**src/rtl/clk_switch_ctrl.sv**
```systemverilog
// rtl/clk_switch_ctrl.sv - clock source switch sequencer for a glitch-free clock mux
//
// Purpose: accepts requests to move the downstream clock mux between clk0 and
// clk1. Switching to clk1 first qualifies the clk1 source. Its lock flag must be
// seen high for LOCK_CYCLES consecutive cycles, and qualification gives up after
// TIMEOUT_CYCLES. Every sel change is followed by a settle window, then a done
// pulse. If clk1 loses lock while selected, the block falls back to clk0 on its own.
//
// Ports:
//   clk        in   single clock, all logic on posedge
//   rst        in   synchronous reset, active-high
//   req_valid  in   switch request valid
//   req_sel    in   requested source (0 = clk0, 1 = clk1)
//   req_ready  out  request can be accepted this cycle
//   src1_ok    in   asynchronous lock/stable flag of the clk1 source
//   sel        out  registered select to the clock mux
//   busy       out  high whenever the sequencer is not idle
//   done       out  one-cycle pulse: request (or fallback) completed
//   err        out  one-cycle pulse: clk1 qualification timed out, sel unchanged
//   fault      out  one-cycle pulse: automatic fallback to clk0
module clk_switch_ctrl #(
  parameter int LOCK_CYCLES    = 16,
  parameter int SETTLE_CYCLES  = 8,
  parameter int TIMEOUT_CYCLES = 1024
) (
  input  logic clk,
  input  logic rst,
  input  logic req_valid,
  input  logic req_sel,
  output logic req_ready,
  input  logic src1_ok,
  output logic sel,
  output logic busy,
  output logic done,
  output logic err,
  output logic fault
);

  localparam int LW = (LOCK_CYCLES > 1) ? $clog2(LOCK_CYCLES) : 1;
  localparam int TW = (TIMEOUT_CYCLES > 1) ? $clog2(TIMEOUT_CYCLES) : 1;
  // The settle counter must reach SETTLE_CYCLES itself, so it needs room for that value.
  localparam int SW = $clog2(SETTLE_CYCLES + 1);

  localparam logic [LW-1:0] LOCK_LAST   = LW'(LOCK_CYCLES - 1);
  localparam logic [TW-1:0] TO_LAST     = TW'(TIMEOUT_CYCLES - 1);
  localparam logic [SW-1:0] SETTLE_LAST = SW'(SETTLE_CYCLES);

  typedef enum logic [1:0] {
    IDLE   = 2'd0,
    QUAL   = 2'd1,
    SETTLE = 2'd2,
    DONE   = 2'd3
  } state_t;

  state_t          state_q, state_d;
  logic            sync1_q, sync2_q;
  logic            sel_q, sel_d;
  logic            fault_q, fault_d;
  logic            err_c;
  logic [LW-1:0]   lock_q, lock_d;
  logic [TW-1:0]   to_q, to_d;
  logic [SW-1:0]   settle_q, settle_d;
  logic            src1_ok_s;
  logic            fallback_cond;
  logic            lock_hit;

  assign src1_ok_s     = sync2_q;
  assign fallback_cond = sel_q & ~src1_ok_s;
  assign lock_hit      = src1_ok_s & (lock_q == LOCK_LAST);

  always_ff @(posedge clk) begin
    if (rst) begin
      state_q  <= IDLE;
      sync1_q  <= 1'b0;
      sync2_q  <= 1'b0;
      sel_q    <= 1'b0;
      fault_q  <= 1'b0;
      lock_q   <= '0;
      to_q     <= '0;
      settle_q <= '0;
    end else begin
      state_q  <= state_d;
      sync1_q  <= src1_ok;
      sync2_q  <= sync1_q;
      sel_q    <= sel_d;
      fault_q  <= fault_d;
      lock_q   <= lock_d;
      to_q     <= to_d;
      settle_q <= settle_d;
    end
  end

  always_comb begin
    state_d  = state_q;
    sel_d    = sel_q;
    fault_d  = 1'b0;
    err_c    = 1'b0;
    lock_d   = lock_q;
    to_d     = to_q;
    settle_d = settle_q;
    case (state_q)
      IDLE: begin
        lock_d   = '0;
        to_d     = '0;
        settle_d = '0;
        // Fallback blocks req_ready, so it always wins over a pending request.
        if (fallback_cond) begin
          sel_d   = 1'b0;
          fault_d = 1'b1;
          state_d = SETTLE;
        end else if (req_valid) begin
          if (req_sel == sel_q) begin
            state_d = DONE;
          end else if (!req_sel) begin
            sel_d   = 1'b0;
            state_d = SETTLE;
          end else begin
            state_d = QUAL;
          end
        end
      end
      QUAL: begin
        if (to_q != TO_LAST) to_d = to_q + 1'b1;
        if (lock_hit) begin
          sel_d   = 1'b1;
          state_d = SETTLE;
        end else begin
          if (src1_ok_s) lock_d = lock_q + 1'b1;
          else           lock_d = '0;
          if (to_q == TO_LAST) begin
            err_c   = 1'b1;
            state_d = IDLE;
          end
        end
      end
      SETTLE: begin
        // The cycle in which sel changes is not counted; SETTLE_CYCLES full cycles follow it.
        if (settle_q == SETTLE_LAST) state_d = DONE;
        else                         settle_d = settle_q + 1'b1;
      end
      DONE: begin
        state_d = IDLE;
      end
      default: begin
        state_d = IDLE;
      end
    endcase
  end

  assign req_ready = (state_q == IDLE) & ~fallback_cond;
  assign sel       = sel_q;
  assign busy      = (state_q != IDLE);
  assign done      = (state_q == DONE);
  // err is decided from registered state only; a reset in that cycle abandons it.
  assign err       = err_c & ~rst;
  assign fault     = fault_q;

endmodule

```
**config.mk**
```make
export PLATFORM = sky130hd
export DESIGN_NAME = clk_switch_ctrl
export DESIGN_NICKNAME = d
export VERILOG_FILES = /design/src/rtl/clk_switch_ctrl.sv
export SDC_FILE = /design/constraint.sdc
export NUM_CORES = 1
export LEC_CHECK = 0
export CORE_UTILIZATION = 50
export DETAILED_ROUTE_END_ITERATION = 8
export PLACE_DENSITY_LB_ADDON = 0.08
export SLEW_MARGIN = 0
export SYNTH_ARGS = -nofsm -noshare
export SYNTH_HDL_FRONTEND = slang
export SYNTH_SLANG_ARGS = --single-unit
```
**constraint.sdc**
```tcl
create_clock -name clk -period 2.25 [get_ports clk]
set_clock_uncertainty 0.2 [all_clocks]
set_input_delay 0.225 -clock clk [delete_from_list [all_inputs] [get_ports clk]]
set_output_delay 0.225 -clock clk [all_outputs]
set_load 0.1 [all_outputs]
```
==> results of run 1 <==
==> power by group through the flow <==
stage / registers (mW) / logic, mW / clock network [mW]
floorplan: 0.459 / 0.201 / 0
CTS: 0.466 / 0.271 / 0.237
global route: 0.470 / 0.287 / 0.250
global placement: 0.475 / 0.267 / 0
finish: 0.465 / 0.271 / 0.231
detailed placement: 0.476 / 0.270 / 0
==> critical path: cells and delay by family (launching register included) <==
family | cells | cell delay (ns)
adders and majority gates | 1 | 0.15
buffers and inverters | 1 | 0.21
DFF | 1 | 0.39
and+or+nand+nor | 3 | 0.68
==> layout make-up <==
class                   instances  area, sq um  area share
inverters                       7         26.3      0.0171
repair buffers                 15          173       0.112
clock buffers                   4         36.3      0.0236
well taps                      28         35.0      0.0228
multi-input cells             108          773       0.504
flip-flops and latches         24          492       0.320
==> cells in the final DEF (no fill, tap or decap), types with 5 or more instances in the layout <==
cell     instances
buf_4            7
a31oi_1          6
inv_1            7
a21oi_1         10
dfxtp_1         19
nor2_1           6
nand2_1         11
ha_1             5
o21ai_0          5
nand3_1         10
==> registers in the layout, summed over array words and instances, names as in the netlist <==
| name | cells |
|---|---|
| fault | 1 |
| lock_q | 4 |
| sel | 1 |
| settle_q | 4 |
| src1_ok_s | 1 |
| state_q | 2 |
| sync1_q | 1 |
| to_q | 10 |
==> per-layer routing <==
metal,track usage,routed length [microns],up-vias,share of wire
met5,0,0,-,0
met4,0.0570,9,0,0.0034
met3,0.0609,69,2,0.026
met2,0.399,1340,17,0.51
met1,0.253,1220,530,0.46
li1,-,-,565,-
==> cells by family after synthesis <==
kind of cell,after synthesis,share of synthesized area
AND/OR/NAND/NOR,64,0.302
XOR/XNOR,5,0.0346
buffers and inverters,14,0.0474
multiplexers,1,0.00791
flip-flops,24,0.379
adder cells (fa/ha/maj),6,0.0593
AO/OA/AOI/OAI,32,0.169
==> timing repair <==
item | 4_1_cts | 5_1_grt
buffers inserted | 0 | 1
endpoints found under the setup margin | 0 | 1
gates resized for setup | 0 | 4
==> per-stage QoR <==
stage | cells | TNS (ns) | instance area [sq um]
floorplan | 146 | -0.108 | 1320
global placement | 181 | 0 | 1480
detailed placement | 181 | 0 | 1480
CTS | 185 | 0 | 1520
global route | 186 | -0.0296 | 1540
finish | 186 | 0 | 1540
==> final timing paths <==
path	to	slack, ns	cells past startpoint
worst min register to register	src1_ok_s	0.27	1
worst min-delay path	sync1_q	0.25	2
worst max register to register	to_q[9]	0.44	4
worst max-delay path	err	0.05	5
==> results.py, run 1 <==
metrics = {
    "pwr": {
        "switching_share": 0.333,
        "clkPwrFrac": 0.239,
        "p_total_uw": 967,
        "p_leak_nw": 0.523,
        "seqPwrFrac": 0.481,
        "p_switching_uw": 323,
        "combPwrFrac": 0.280,
        "p_int_uw": 645,
        "peakVddDrop_uv": 553,
        "power_density_nw_per_um2": 630,
    },
    "critical_path": {
        "required_ns": 1.82,
        "critPathMaxFanout": 6,
        "critPathCaptureType": "output pin",
        "arrival_ns": 1.77,
        "startpoint": "to_q[1]",
        "worstPathCellList": "ha_4 > nand3_4 > or3_4 > nor4_4 > buf_12",
        "cp_slowest_cell": "dfxtp_4",
        "cpPeakStageDelay_ns": 0.39,
        "crit_type": "flop to output pin",
        "crit_path_start_kind": "flop",
        "r2r_start": "state_q[1]",
    },
    "synthesis": {
        "yosys_warnings": 0,
        "synth-seq-area-share": 0.379,
        "synthMostInstantiatedCell": "dfxtp_1",
        "ys_top_cells_by_count": "dfxtp_1 (24), nand2_1 (11), nand3_1 (11)",
        "synth_top_area_frac": 0.379,
        "syn_area_per_cell_sq_um": 8.67,
        "synthesis.area_sq_um": 1270,
        "ys.flop_type": "dfxtp_1",
        "synthTopCellsByArea": "dfxtp_1 (38%), ha_1 (5.9%), nand3_1 (4.3%)",
        "synth_fp_nets": 157,
        "synth_cells": 146,
        "synth-edff-count": 0,
        "synth_top_area_cell": "dfxtp_1",
        "ys_async_sr_fraction": 0,
        "ys_ff_latch": 24,
        "synth_cell_type_count": 42,
    },
    "timing": {
        "fin_crit_sh": 0.977,
        "fmax_mhz": 455,
        "fin_ws_ns": 0.0524,
        "tightest_slew_ns": 0.558,
        "period_needed_ns": 2.20,
        "hold_slack_ns": 0.251,
        "hold_violations": 0,
        "slew_violations": 0,
        "max_slew_margin": 0.625,
        "rsz0062_at_grt": "true",
        "setup_viol_count_final": 0,
    },
    "place": {
        "gp_congestion": 0.805,
        "port_buffers": 10,
        "post-place-ws_ns": 0.378,
        "place_hpwl_microns": 1930,
    },
    "final_layout": {
        "final_util": 0.668,
        "drive_gt1_frac": 0.203,
        "num_antenna_cells": 0,
        "fillCellCount": 187,
        "finalNetCount": 170,
        "syn2layout_area_growth_pct": 21.2,
    },
    "clocking": {
        "htreeDepth": 1,
        "cts_root_buffer": "clkbuf_4",
        "cts_sinks": 24,
        "clk_latency_ns": 0.32,
        "path_clk_slew_ns": 0.14,
        "numCtsBuffers": 3,
        "cts_hold_buf": 0,
        "cts_tree": "yes",
        "clockBufferDepth": 2,
    },
    "grt": {
        "grt_max_degree": 16,
        "grt_pass1_vias": 1106,
        "grt_overflow": 0,
        "antenna_found_initial": 0,
        "grt.total_usage": 0.221,
        "grt_first_pass_wirelength_microns": 4500,
    },
    "drt": {
        "drt_iter0_markers": 15,
        "dr.pass1.iters": 4,
        "drc": 0,
        "routed_wl_microns": 2640,
        "wl_per_cell_microns": 14.2,
        "vias": 1114,
        "vias_per_cell": 5.99,
        "final_antenna_net_count": 0,
    },
    "floorplan": {
        "core-area_sq_um": 2300,
        "ios": 11,
        "die_w_microns": 52.3,
        "start_util": 0.551,
        "row_count": 17,
        "dieArea_sq_um": 2740,
        "die_y_microns": 52.3,
    },
    "hold_path": {
        "hp-class": "input port to flop",
        "min_from": "src1_ok",
    },
    "flow_run": {
        "cap_violations": 0,
    },
    "status": {
        "status": "completed",
    },
}
No activity file was read; power rests on OpenSTA's default activity.
==> inputs of run 2 (changes only) <==
--- a/config.mk
+++ b/config.mk
@@ -5,7 +5,9 @@
 export SDC_FILE = /design/constraint.sdc
 export NUM_CORES = 1
 export LEC_CHECK = 0
-export CORE_UTILIZATION = 50
+export CELL_PAD_IN_SITES_DETAIL_PLACEMENT = 0
+export CELL_PAD_IN_SITES_GLOBAL_PLACEMENT = 1
+export CORE_UTILIZATION = 42
 export DETAILED_ROUTE_END_ITERATION = 8
 export PLACE_DENSITY_LB_ADDON = 0.08
 export SLEW_MARGIN = 0
==> run 2 against run 1 <==
  * Clock power hardly changed
  * Critical path depth unchanged
  * Die area rose by 18%
  * Global-route usage shrank 4.4 points
  * Hold slack better by 0.0065 ns
  * Clock-buffer cell count unchanged
  * Largest power group unchanged
  * Highest routed layer unchanged
==> results.py, run 2 (same netlist as run 1, synthesis figures left out) <==
metrics = {
    "status": {
        "status": "completed",
    },
    "drt": {
        "wl_per_cell_microns": 13.6,
        "final_antenna_net_count": 0,
        "vias": 1070,
        "routed_wl_microns": 2560,
        "drt_iter0_markers": 36,
        "dr.pass1.iters": 4,
        "vias_per_cell": 5.66,
        "drc": 0,
    },
    "timing": {
        "fin_crit_sh": 0.965,
        "rsz0062_at_grt": "true",
        "tightest_slew_ns": 0.615,
        "slew_violations": 0,
        "max_slew_margin": 0.587,
        "hold_violations": 0,
        "fmax_mhz": 460,
        "setup_viol_count_final": 0,
        "period_needed_ns": 2.17,
    },
    "pwr": {
        "combPwrFrac": 0.285,
        "p_switching_uw": 319,
        "p_total_uw": 965,
        "p_leak_nw": 0.524,
        "switching_share": 0.331,
        "seqPwrFrac": 0.479,
        "power_density_nw_per_um2": 627,
        "p_int_uw": 646,
        "peakVddDrop_uv": 365,
        "clkPwrFrac": 0.236,
    },
    "final_layout": {
        "final_util": 0.549,
        "top_register": "to_q",
        "syn2layout_area_growth_pct": 21.6,
        "num_antenna_cells": 0,
        "multi_input_area_sq_um": 773,
        "final_cells": 189,
        "layout.area.seq_sq_um": 493,
        "mostFrequentLayoutCells": "dfxtp_1 (18), nand2_1 (11), nand3_1 (10), a21oi_1 (10)",
        "reg_top3": "to_q (10), lock_q (4), settle_q (4)",
        "largest_register_ffs": 10,
        "final_common_cell": "dfxtp_1",
        "final_area_sq_um": 1540,
        "fillCellCount": 250,
        "finalNetCount": 170,
        "drive_gt1_frac": 0.209,
    },
    "clocking": {
        "cts_sinks": 24,
        "clk_latency_ns": 0.31,
        "cts_root_buffer": "clkbuf_4",
        "numCtsBuffers": 3,
        "clockBufferDepth": 2,
        "htreeDepth": 1,
        "path_clk_slew_ns": 0.13,
        "cts_tree": "yes",
    },
    "critical_path": {
        "worstPathCellList": "ha_4 > nand3_4 > or3_4 > nor4_4 > buf_12",
        "ff2ff_path_depth": 4,
        "crit_path_start_kind": "flop",
        "critPathCaptureType": "output pin",
        "crit_type": "flop to output pin",
        "cpPeakStageDelay_ns": 0.40,
        "cp_slowest_cell": "dfxtp_4",
        "arrival_ns": 1.75,
        "critPathMaxFanout": 6,
        "required_ns": 1.82,
    },
    "place": {
        "gp_congestion": 0.788,
        "placedInstanceArea_sq_um": 1500,
        "port_buffers": 10,
        "place_hpwl_microns": 1930,
        "placedCellCount": 185,
    },
    "grt": {
        "grt_pass1_vias": 999,
        "grt_first_pass_wirelength_microns": 4540,
        "antenna_found_initial": 0,
        "grt.total_usage": 0.177,
        "grt_max_degree": 14,
        "grt_overflow": 0,
    },
    "floorplan": {
        "die_y_microns": 56.9,
        "row_count": 19,
        "start_util": 0.451,
        "dieArea_sq_um": 3240,
        "ios": 11,
        "die_w_microns": 56.9,
        "core-area_sq_um": 2810,
    },
    "hold_path": {
        "hp-class": "flop to flop",
        "min_path_cells": 1,
    },
    "flow_run": {
        "cap_violations": 0,
    },
}
-- run 2: cell counts in the layout (fill, tap and decap cells not counted) --
No cell type changed its count.
-- run 2: per-stage QoR --
step / hold WS [ns] / setup slack, ns / TNS (ns)
global route: 0.258 / -0.00753 / -0.00753
detailed placement: 0.235 / 0.356 / 0
CTS: 0.250 / 0.0351 / 0
finish: 0.258 / 0.0780 / 0
floorplan: 0.0939 / -0.108 / -0.108
global placement: 0.222 / 0.382 / 0
-- run 2: power by group through the flow --
stage | clock network [mW] | logic (mW) | registers [mW]
2_1_floorplan | 0 | 0.201 | 0.459
3_3_place_gp | 0 | 0.274 | 0.473
3_5_place_dp | 0 | 0.275 | 0.473
4_1_cts | 0.239 | 0.276 | 0.464
5_1_grt | 0.257 | 0.295 | 0.466
6_report | 0.228 | 0.275 | 0.462
-- run 2: final timing paths --
kind / from / endpoint / slack [ns]
setup / recovery: to_q[1] / err / 0.08
hold / removal: sync1_q / src1_ok_s / 0.26
setup reg to reg: lock_q[0] / state_q[0] / 0.47
hold reg to reg: sync1_q / src1_ok_s / 0.26
-- run 2: what timing repair did --
item,CTS,global route
hold buffers,0,0
setup buffers,0,0
gates resized for setup,0,5
endpoints found under the hold margin,0,0
setup endpoints to repair,0,1
-- run 2: layout make-up --
class | instances | area share
inverters | 7 | 0.0171
repair buffers | 15 | 0.112
clock buffers | 4 | 0.0236
flip-flops and latches | 24 | 0.320
multi-input cells | 108 | 0.502
well taps | 31 | 0.0252
-- run 2: routing by layer --
metal  global-route usage  vias up  part of all wire
li1                     -      558                 -
met1                0.248      496              0.51
met2                0.272       14              0.46
met3               0.0207        2             0.025
met4               0.0836        0            0.0082
met5                    0        -                 0
-- run 2: critical path, delay by kind of cell (launching register included) --
| kind | cells | cell delay, ns |
|---|---|---|
| AND/OR/NAND/NOR | 3 | 0.68 |
| flip-flops | 1 | 0.40 |
| buffers and inverters | 1 | 0.21 |
| adder cells (fa/ha/maj) | 1 | 0.15 |
